===== src/rtl/popcount23_pattern_gen.sv =====
// popcount23_pattern_gen
//   Enumerates every WIDTH-bit word whose popcount equals k, one per
//   valid/ready handshake, in ascending numeric order. Successors come
//   from Gosper's hack, evaluated on WIDTH+1 bits in one cycle.
//
// Ports
//   clk_i        clock, rising edge
//   rst_n_i      asynchronous active-low reset
//   start_i      begin enumeration for k_i (sampled only in IDLE)
//   k_i          target popcount
//   busy_o       high while enumerating
//   pat_valid_o  pat_data_o holds a valid pattern
//   pat_ready_i  consumer accepts the current pattern
//   pat_data_o   current pattern (popcount == k)
//   pat_idx_o    zero-based ordinal of the current pattern
//   done_o       one-cycle pulse after the final pattern is accepted
//   err_o        one-cycle pulse when start_i arrives with k_i > WIDTH
module popcount23_pattern_gen #(
  parameter int WIDTH = 23,
  parameter int CW    = 5,
  parameter int IDX_W = 21
) (
  input  logic             clk_i,
  input  logic             rst_n_i,
  input  logic             start_i,
  input  logic [CW-1:0]    k_i,
  output logic             busy_o,
  output logic             pat_valid_o,
  input  logic             pat_ready_i,
  output logic [WIDTH-1:0] pat_data_o,
  output logic [IDX_W-1:0] pat_idx_o,
  output logic             done_o,
  output logic             err_o
);

  // Shift amount tz+2 reaches at most WIDTH+1.
  localparam int SW = $clog2(WIDTH + 2);

  typedef enum logic {IDLE, RUN} state_e;

  state_e           state_q;
  logic [CW-1:0]    k_q;
  logic [WIDTH-1:0] pat_data_q;
  logic [IDX_W-1:0] pat_idx_q;
  logic             done_q;
  logic             err_q;

  // (1 << n) - 1, built one bit wider so n == WIDTH yields all ones.
  function automatic logic [WIDTH-1:0] low_ones(input logic [CW-1:0] n);
    logic [WIDTH:0] t;
    t = ({{WIDTH{1'b0}}, 1'b1} << n) - {{WIDTH{1'b0}}, 1'b1};
    return t[WIDTH-1:0];
  endfunction

  logic [WIDTH:0]   x, c, r, nxt_w;
  logic [SW-1:0]    tz;
  logic [WIDTH-1:0] last_pat;
  logic [WIDTH-1:0] pat_data_d;
  logic             is_last;

  always_comb begin
    x  = {1'b0, pat_data_q};
    c  = x & (-x);
    r  = x + c;
    // Priority encoder: index of the lowest set bit.
    tz = '0;
    for (int i = WIDTH - 1; i >= 0; i--) begin
      if (x[i]) tz = SW'(i);
    end
    nxt_w      = r | ((r ^ x) >> (tz + SW'(2)));
    pat_data_d = nxt_w[WIDTH-1:0];
    // Final word has all k ones packed at the top. This also catches k==0,
    // so the Gosper path never sees x==0 and never overflows.
    last_pat   = low_ones(k_q) << (CW'(WIDTH) - k_q);
    is_last    = (pat_data_q == last_pat);
  end

  always_ff @(posedge clk_i or negedge rst_n_i) begin
    if (!rst_n_i) begin
      state_q    <= IDLE;
      k_q        <= '0;
      pat_data_q <= '0;
      pat_idx_q  <= '0;
      done_q     <= 1'b0;
      err_q      <= 1'b0;
    end else begin
      done_q <= 1'b0;
      err_q  <= 1'b0;
      case (state_q)
        IDLE: begin
          if (start_i) begin
            if (k_i > CW'(WIDTH)) begin
              err_q <= 1'b1;
            end else begin
              state_q    <= RUN;
              k_q        <= k_i;
              pat_data_q <= low_ones(k_i);
              pat_idx_q  <= '0;
            end
          end
        end
        RUN: begin
          // start_i is deliberately ignored here; k_q stays latched.
          if (pat_ready_i) begin
            if (is_last) begin
              state_q <= IDLE;
              done_q  <= 1'b1;
            end else begin
              pat_data_q <= pat_data_d;
              pat_idx_q  <= pat_idx_q + IDX_W'(1);
            end
          end
        end
        default: state_q <= IDLE;
      endcase
    end
  end

  assign busy_o      = (state_q == RUN);
  assign pat_valid_o = (state_q == RUN);
  assign pat_data_o  = pat_data_q;
  assign pat_idx_o   = pat_idx_q;
  assign done_o      = done_q;
  assign err_o       = err_q;

endmodule


===== config.mk =====
export PLATFORM = sky130hd
export DESIGN_NAME = popcount23_pattern_gen
export DESIGN_NICKNAME = d
export VERILOG_FILES = /design/src/rtl/popcount23_pattern_gen.sv
export SDC_FILE = /design/constraint.sdc
export NUM_CORES = 1
export LEC_CHECK = 0
export ABC_AREA = 1
export CAP_MARGIN = 15
export CELL_PAD_IN_SITES_DETAIL_PLACEMENT = 0
export CELL_PAD_IN_SITES_GLOBAL_PLACEMENT = 2
export CORE_UTILIZATION = 28
export DETAILED_ROUTE_END_ITERATION = 16
export PLACE_DENSITY = 0.74
export REMOVE_ABC_BUFFERS = 1
export SYNTH_ARGS = -nofsm -noshare
export SYNTH_HDL_FRONTEND = slang
export SYNTH_SLANG_ARGS = --single-unit

===== constraint.sdc =====
create_clock -name clk_i -period 3.6 [get_ports clk_i]
set_clock_uncertainty 0.2 [all_clocks]
set_input_delay 0.72 -clock clk_i [delete_from_list [all_inputs] [get_ports clk_i]]
set_output_delay 0.72 -clock clk_i [all_outputs]
set_load 0.02 [all_outputs]

* Word level (Yosys, flattened, before mapping)
Cells that the tools add are included.
** Storage, ports and cells
- Flip-flop bits (word level) :: 52
- Output and inout bits :: 48
- Word-level logic and storage cells :: 74
** Operators by class
- $add $sub $neg :: 7
- Magnitude comparators :: 1
- Eq/ne operators :: 5
- Shift operators :: 4
- Mux-type cells :: 44
- Bitwise operators :: 5
- Reductions and logical operators :: 2
** Operators by type and width (count)
- 5-bit 2-to-1 mux :: 23
- 23-bit 2-to-1 mux :: 4
- 21-bit 2-to-1 mux :: 4
- 23-bit one-hot mux with 2 select lines :: 1
- 1-bit by 5-bit << shifter with 23-bit output, first input constant :: 2
- 23-bit by 1-bit subtractor with 23-bit output, second input constant :: 2
- 21-bit one-hot mux with 2 select lines :: 1
- 23-bit by 24-bit adder with 24-bit output :: 1
- 23-bit by 24-bit bitwise AND with 24-bit output :: 1
- 23-bit negation with 24-bit output :: 1
- 24-bit by 5-bit right shift with 23-bit output :: 1
- 24-bit by 23-bit bitwise XOR with 24-bit output :: 1
- 23-bit == test :: 1
- 23-bit bitwise OR :: 1
- 23-bit by 5-bit << shifter with 23-bit output :: 1
- 21-bit by 1-bit adder with 21-bit output, second input constant :: 1
- 1-bit 2-to-1 mux :: 10
- 2-bit != test, second input constant :: 4
- 5-bit by 2-bit adder with 5-bit output, second input constant :: 1
- 5-bit > comparator, second input constant :: 1
- 5-bit subtractor, first input constant :: 1
- 4-bit AND reduction :: 1
- 3-bit AND reduction :: 1
- 1-bit NOT :: 2
- 1-bit one-hot mux with 2 select lines :: 1

* Longest topological paths before layout
- Depth in word-level cells :: 29
- Gate-level depth with buffers :: 32
- Mapped depth without buffers :: 31

* Least setup slack after synthesis
Ideal clock, no wire load.
- Path type :: reg2reg
- Start point :: register pat_data_q[16] (netlist: pat_data_o[16])
- End point :: register pat_data_q[0] (netlist: pat_data_o[0])
- Arrival time :: 3365 ps
- Data required time :: 3283 ps
- Path slack :: -82 ps
- Cell stages (with the launch flop) :: 21
- Buffers on the path :: 2
- Cells stage by stage :: dfrtp_1 -> clkbuf_1 -> nor2_1 -> inv_1 -> o21ai_1 -> a21boi_0 -> o21ai_0 -> nand2_1 -> a21oi_2 -> clkbuf_1 -> ha_1 -> xnor2_1 -> inv_1 -> nor2_1 -> inv_1 -> nor2_1 -> nand3_1 -> nand2_1 -> a21oi_1 -> nand2_1 -> nand2_1
** Between the ends
- Longest elaborated chain between the ends :: 23
- Elaborated cells between the ends (all ways) :: 30
- Classes of those cells :: add/sub: 3; eq/ne: 2; shift: 1; mux: 20; bitwise: 3; reduce/logical: 1
** RTL lines
- from (decl) :: RTL line 43 : logic [WIDTH-1:0] pat_data_q;
- from (signal assigned) :: RTL line 97 : pat_data_q <= low_ones(k_i);
- from (signal assigned) :: RTL line 109 : pat_data_q <= pat_data_d;
- 5-bit 2-to-1 mux (17 in a row) :: RTL line 68 : if (x[i]) tz = SW'(i);
- 5-bit by 2-bit adder with 5-bit output :: RTL line 70 : nxt_w = r | ((r ^ x) >> (tz + SW'(2)));
- 24-bit by 5-bit right shift with 23-bit output :: RTL line 70
- 23-bit bitwise OR :: RTL line 70
- 23-bit 2-to-1 mux :: RTL line 105 : if (is_last) begin
- 23-bit 2-to-1 mux :: RTL line 104 : if (pat_ready_i) begin
- 23-bit one-hot mux with 2 select lines :: RTL line 89 : case (state_q)
Several ways; a longest one is shown, not always the timed one. The select of a mux whose other input is x is not followed.
A chain may end at the register's enable or synchronous reset.

* Worst setup path in the final report
- Start point :: register k_q[4]
- End point :: register pat_idx_q[1] (netlist: pat_idx_o[1])
** Between the ends
- Longest elaborated chain between the ends :: 6
- Elaborated cells between the ends (all ways) :: 7
- Classes of those cells :: add/sub: 2; eq/ne: 2; shift: 2; reduce/logical: 1
** RTL lines
- from (decl) :: RTL line 42 : logic [CW-1:0] k_q;
- from (signal assigned) :: RTL line 96 : k_q <= k_i;
- 1-bit by 5-bit << shifter with 23-bit output :: RTL line 51 : t = ({{WIDTH{1'b0}}, 1'b1} << n) - {{WIDTH{1'b0}}, 1'b1};
- 23-bit by 1-bit subtractor with 23-bit output :: RTL line 51
- 23-bit by 5-bit << shifter with 23-bit output (*) :: RTL line 74 : last_pat = low_ones(k_q) << (CW'(WIDTH) - k_q);
- 23-bit == test (*) :: RTL line 75 : is_last = (pat_data_q == last_pat);
- 2-bit != test (no line) (*)
- 4-bit AND reduction (no line) (*)
- to (signal assigned) :: RTL line 110 : pat_idx_q <= pat_idx_q + IDX_W'(1);
- to (decl) :: RTL line 44 : logic [IDX_W-1:0] pat_idx_q;
Every way passes the cells marked *; elsewhere a longest branch is shown, timed or not.

==> flow_results.org <==
** Worst setup path
- Reg2reg path depth :: 23
- Data arrival time at the worst-slack endpoint :: 3570 ps
- STA puts the critical path data required time at 3580 ps.
- The worst setup path is captured at a register.
- Setup slack, reg-to-reg :: 10 ps
- In this design, the stage delay of the slowest critical-path cell is 390 ps.
- The cell family contributing the most delay on the critical path is simple AND/OR/NAND/NOR gates.
- Startpoint class of the critical path :: register
- Launching point of the worst reg2reg path :: k_q[4]
- Cell occurring most often along the worst timing path :: sky130_fd_sc_hd__nor2_1
- The worst setup path is of the register to register kind.
- Critical-path top delay cell :: sky130_fd_sc_hd__dfrtp_1
- Total buffers and inverters traversed by the critical path :: 4
- Of all nets on the critical path, the largest fanout is 5.
- Worst reg2reg path endpoint :: pat_idx_o[1]
- Traced cell by cell, the critical path runs through inv_2 > nand2_2 > nor2_4 > nand3_2 > ha_4 > o21ai_2 > nor2_1 > nor2_1 > nand2_1 > nor2_2 > o21ai_1 > xor2_1 > o21ai_1 > nor2_1 > nand4_1 > nor3b_2 > nand4_1 > nand2_4 > buf_4 > inv_6 > buf_4 > nand3_1 > o21ai_0.

** Status
- Result of the run :: complete, no violations

** Global route
- The via count of the first global-routing pass came to 8,043.
- The number of antenna violations at the first check in global routing came to 0.
- Entering global routing, the biggest net connects 39 pins.
- The first global-routing pass estimated 45,600 µm of wire.
- Tot GR Track Use :: 23.2%
- Sum of overflow across all layers after global routing :: 0

** STA
- Remaining max-slew budget at the tightest pin :: 58.2%
- Setup violations remaining at the end of the flow were counted as 0.
- Final worst hold slack :: 170 ps
- Setup repair after global routing could not meet its margin everywhere.
- Min cycle time layout :: 3590 ps
- Adding up every negative setup slack in the final design gives 0 ps.
- The number of slew-limit violations in the final report was 0.
- Final hold violations :: 0
- For this run, the top clock speed supported by timing is 0.279 GHz.
- Period utilisation layout :: 99.6%
- Measured slew at the worst slew-check pin :: 621 ps
- Across all setup checks in the final design, the least slack found is 12.6 ps.

** Layout
- The final layout contains 1,355 nets.
- Syn-to-layout area delta :: 28.6%
- In the final layout, flip-flops and latches occupy 0.00130 mm².
- Fraction of layout cells with a size suffix above 1 :: 18.0%
- Finished layout cell area :: 0.00896 mm²
- Filler Cells Inserted :: 2,793
- Commonest non-fill, non-tap cells in the layout :: 352 x sky130_fd_sc_hd__nand2_1, 126 x sky130_fd_sc_hd__nor2_1, 121 x sky130_fd_sc_hd__nand3_1, 115 x sky130_fd_sc_hd__inv_1, 108 x sky130_fd_sc_hd__buf_4
- Number of diodes added for antenna fixing :: 0
- Leaving out fill and tap cells, the most frequent cell in the layout is sky130_fd_sc_hd__nand2_1.
- Multi-input gate area :: 0.00502 mm²

** Power
- Worst ir drop on vdd :: 0.000345 V
- For this design the static power due to leakage is 4.26 nW.
- Power per cell area :: 887 mW/mm²
- The design draws 7.95 mW.

** Yosys
- Yosys cell types :: 58
- Ys Warns :: 0
- In this run, synthesis produced a sequential element count of 52.
- Part of the Yosys area used for sequential elements :: 18.7%
- Counting flops with a built-in enable in the synthesized netlist gives 0.
- Netlist Area Pre-Place :: 0.00697 mm²
- Asr flop ratio synth :: 100%
- Gate count of the mapped netlist :: 1,206
- Synthesized area per cell :: 5.78 µm²
- Most used DFF post-synth :: sky130_fd_sc_hd__dfrtp_1

** Floorplanning
- Top-level I/O count :: 57
- From bottom edge to top edge, the die measures 160 µm.
- The floorplan step defined a die boundary enclosing 0.0255 mm².
- Core region area :: 0.0244 mm²
- Width of the die :: 160 µm
- The floorplan has 57 rows.
- The initial utilization of the core area, before any placement, comes to 28.6%.

** Clock network
- For the worst-skew pair, the clock arrives at the later sink with an insertion delay of 300 ps.
- The tree built by TritonCTS fans out to 52 sinks.
- Root Buffer Master :: sky130_fd_sc_hd__clkbuf_16
- The clock passes through at most 2 buffers.
- Number of CTS-inserted buffers :: 5
- TritonCTS clock tree :: built
- The clock tree synthesis step divided the H-tree into 2 levels.
- Clock-pin slew on the worst setup and hold paths :: 70 ps

** Drt
- For this block, the routed nets add up to 30,200 µm of wire.
- Drt first-iter violations :: 589
- Across all layers, the routed design uses 8,389 vias.
- In the routed layout, each cell is associated on average with a via count of 5.04.
- In the routed design, unresolved DRC markers number 0.
- The first detailed-routing pass ran for 5 iterations.
- Once detail routing completed, the nets flagged for antenna violations numbered 0.
- After detailed routing, the average wire length per cell comes to 18.2 µm.

** Place
- Number of I/O port buffers :: 56
- Summing all placed instances gives a cell area of 0.00839 mm².
- Routability-driven placement finished with a final weighted congestion of 0.911.
- Prior to clock tree synthesis, the placed netlist has a worst setup slack of -63.0 ps.
- Detailed placer's ending HPWL :: 24,400 µm

** Worst hold path
- Class of the tightest hold or removal check :: input pin to async pin

** Run
- Max-cap violations in this run came to 0.
==> how the worst max path moves through the flow <==
stage,from,endpoint,cells past startpoint
after floorplan,k_q[3],pat_idx_o[16],19
after global placement,pat_data_o[21],pat_data_o[13],14
after detailed placement,k_q[4],pat_idx_o[16],23
after CTS,k_q[4],pat_idx_o[18],22
after global routing,k_q[4],pat_idx_o[4],24
final,k_q[4],pat_idx_o[1],23
==> registers in the layout, indices dropped and copies added (netlist names) <==
register,flops
pat_data_o,23
pat_idx_o,21
k_q,5
busy_o,1
done_o,1
err_o,1
==> synth_stat cells, types with 3 or more instances <==
library cell / number / area share (%)
sky130_fd_sc_hd__o211ai_1: 7 / 0.75
sky130_fd_sc_hd__dfrtp_1: 52 / 19
sky130_fd_sc_hd__xnor2_1: 4 / 0.50
sky130_fd_sc_hd__buf_6: 6 / 0.97
sky130_fd_sc_hd__o21ai_0: 61 / 4.4
sky130_fd_sc_hd__nand3_2: 3 / 0.43
sky130_fd_sc_hd__xor2_1: 29 / 3.6
sky130_fd_sc_hd__clkbuf_1: 13 / 0.70
sky130_fd_sc_hd__nand4_1: 34 / 3.1
sky130_fd_sc_hd__clkbuf_8: 5 / 0.99
sky130_fd_sc_hd__o21ai_1: 10 / 0.72
sky130_fd_sc_hd__nor2_2: 12 / 1.1
sky130_fd_sc_hd__a21oi_1: 57 / 4.1
sky130_fd_sc_hd__clkinv_1: 5 / 0.27
sky130_fd_sc_hd__nand2_2: 16 / 1.4
sky130_fd_sc_hd__nand2_1: 360 / 19
sky130_fd_sc_hd__nor3_1: 25 / 1.8
sky130_fd_sc_hd__buf_4: 4 / 0.43
sky130_fd_sc_hd__nor2_1: 136 / 7.3
sky130_fd_sc_hd__ha_1: 8 / 1.4
sky130_fd_sc_hd__inv_1: 118 / 6.4
sky130_fd_sc_hd__o31ai_1: 4 / 0.43
sky130_fd_sc_hd__a211oi_1: 6 / 0.65
sky130_fd_sc_hd__o21a_1: 3 / 0.32
sky130_fd_sc_hd__a31oi_1: 10 / 0.90
sky130_fd_sc_hd__a22oi_1: 5 / 0.54
sky130_fd_sc_hd__nor2_4: 7 / 1.1
sky130_fd_sc_hd__nand2_4: 4 / 0.65
sky130_fd_sc_hd__inv_2: 13 / 0.70
sky130_fd_sc_hd__nor4_1: 9 / 0.81
sky130_fd_sc_hd__o22ai_1: 3 / 0.27
sky130_fd_sc_hd__nand3_1: 125 / 9.0
sky130_fd_sc_hd__buf_2: 20 / 1.4
==> report_power, final <==
group / internal (mW) / switching (mW)
Clock: 0.328 / 0.228
Combinational: 2.25 / 4.16
Sequential: 0.780 / 0.211
Total: 3.35 / 4.60
==> worst reg2reg max path, cell delays in order, from the launching register on <==
cell and delay (ps):
sky130_fd_sc_hd__dfrtp_1 390, sky130_fd_sc_hd__inv_2 70, sky130_fd_sc_hd__nand2_2 80, sky130_fd_sc_hd__nor2_4 150, sky130_fd_sc_hd__nand3_2 100, sky130_fd_sc_hd__ha_4 230
sky130_fd_sc_hd__o21ai_2 120, sky130_fd_sc_hd__nor2_1 50, sky130_fd_sc_hd__nor2_1 140, sky130_fd_sc_hd__nand2_1 120, sky130_fd_sc_hd__nor2_2 140, sky130_fd_sc_hd__o21ai_1 90
sky130_fd_sc_hd__xor2_1 160, sky130_fd_sc_hd__o21ai_1 80, sky130_fd_sc_hd__nor2_1 100, sky130_fd_sc_hd__nand4_1 90, sky130_fd_sc_hd__nor3b_2 250, sky130_fd_sc_hd__nand4_1 210
sky130_fd_sc_hd__nand2_4 200, sky130_fd_sc_hd__buf_4 160, sky130_fd_sc_hd__inv_6 50, sky130_fd_sc_hd__buf_4 140, sky130_fd_sc_hd__nand3_1 60, sky130_fd_sc_hd__o21ai_0 80
==> cells by family after synthesis <==
logic type,synth area share [%]
AND/OR/NAND/NOR,47.4
flip-flops,18.7
XOR/XNOR,4.38
adder cells (fa/ha/maj),1.44
buffers and inverters,12.0
AO/OA/AOI/OAI,16.1
==> per-stage QoR <==
stage          cells  util [%]
2_1_floorplan   1157         -
3_3_place_gp    1638      34.4
3_5_place_dp    1638      34.4
4_1_cts         1646      35.1
5_1_grt         1663      36.7
6_report        1663      36.7
==> area by class of cell <==
cell class	count	share of cell area [%]
Inverter	137	5.95
Timing Repair Buffer	173	17.1
Timing Repair inverter	1	0.0977
Sequential cell	52	14.5
Multi-Input combinational cell	968	56.0
Clock inverter	2	0.391
Clock buffer	6	1.44
Tap cell	324	4.52
==> timing repair <==
item | in CTS | in global routing
pin swaps | 0 | 12
cloned | 0 | 3
hold buffers | 0 | 0
setup buffers | 0 | 14
resized for setup | 2 | 72
endpoints found under the setup margin | 9 | 44
==> layer usage <==
layer  up-vias  wire [µm]  global-route usage, %
met5         -          0                      0
met4         0       1000                   7.78
met3        41       1060                   1.82
met2       189      14300                   39.4
met1      3940      13800                   30.8
li1       4219          -                      -
Power figures use the tool's default switching activity.
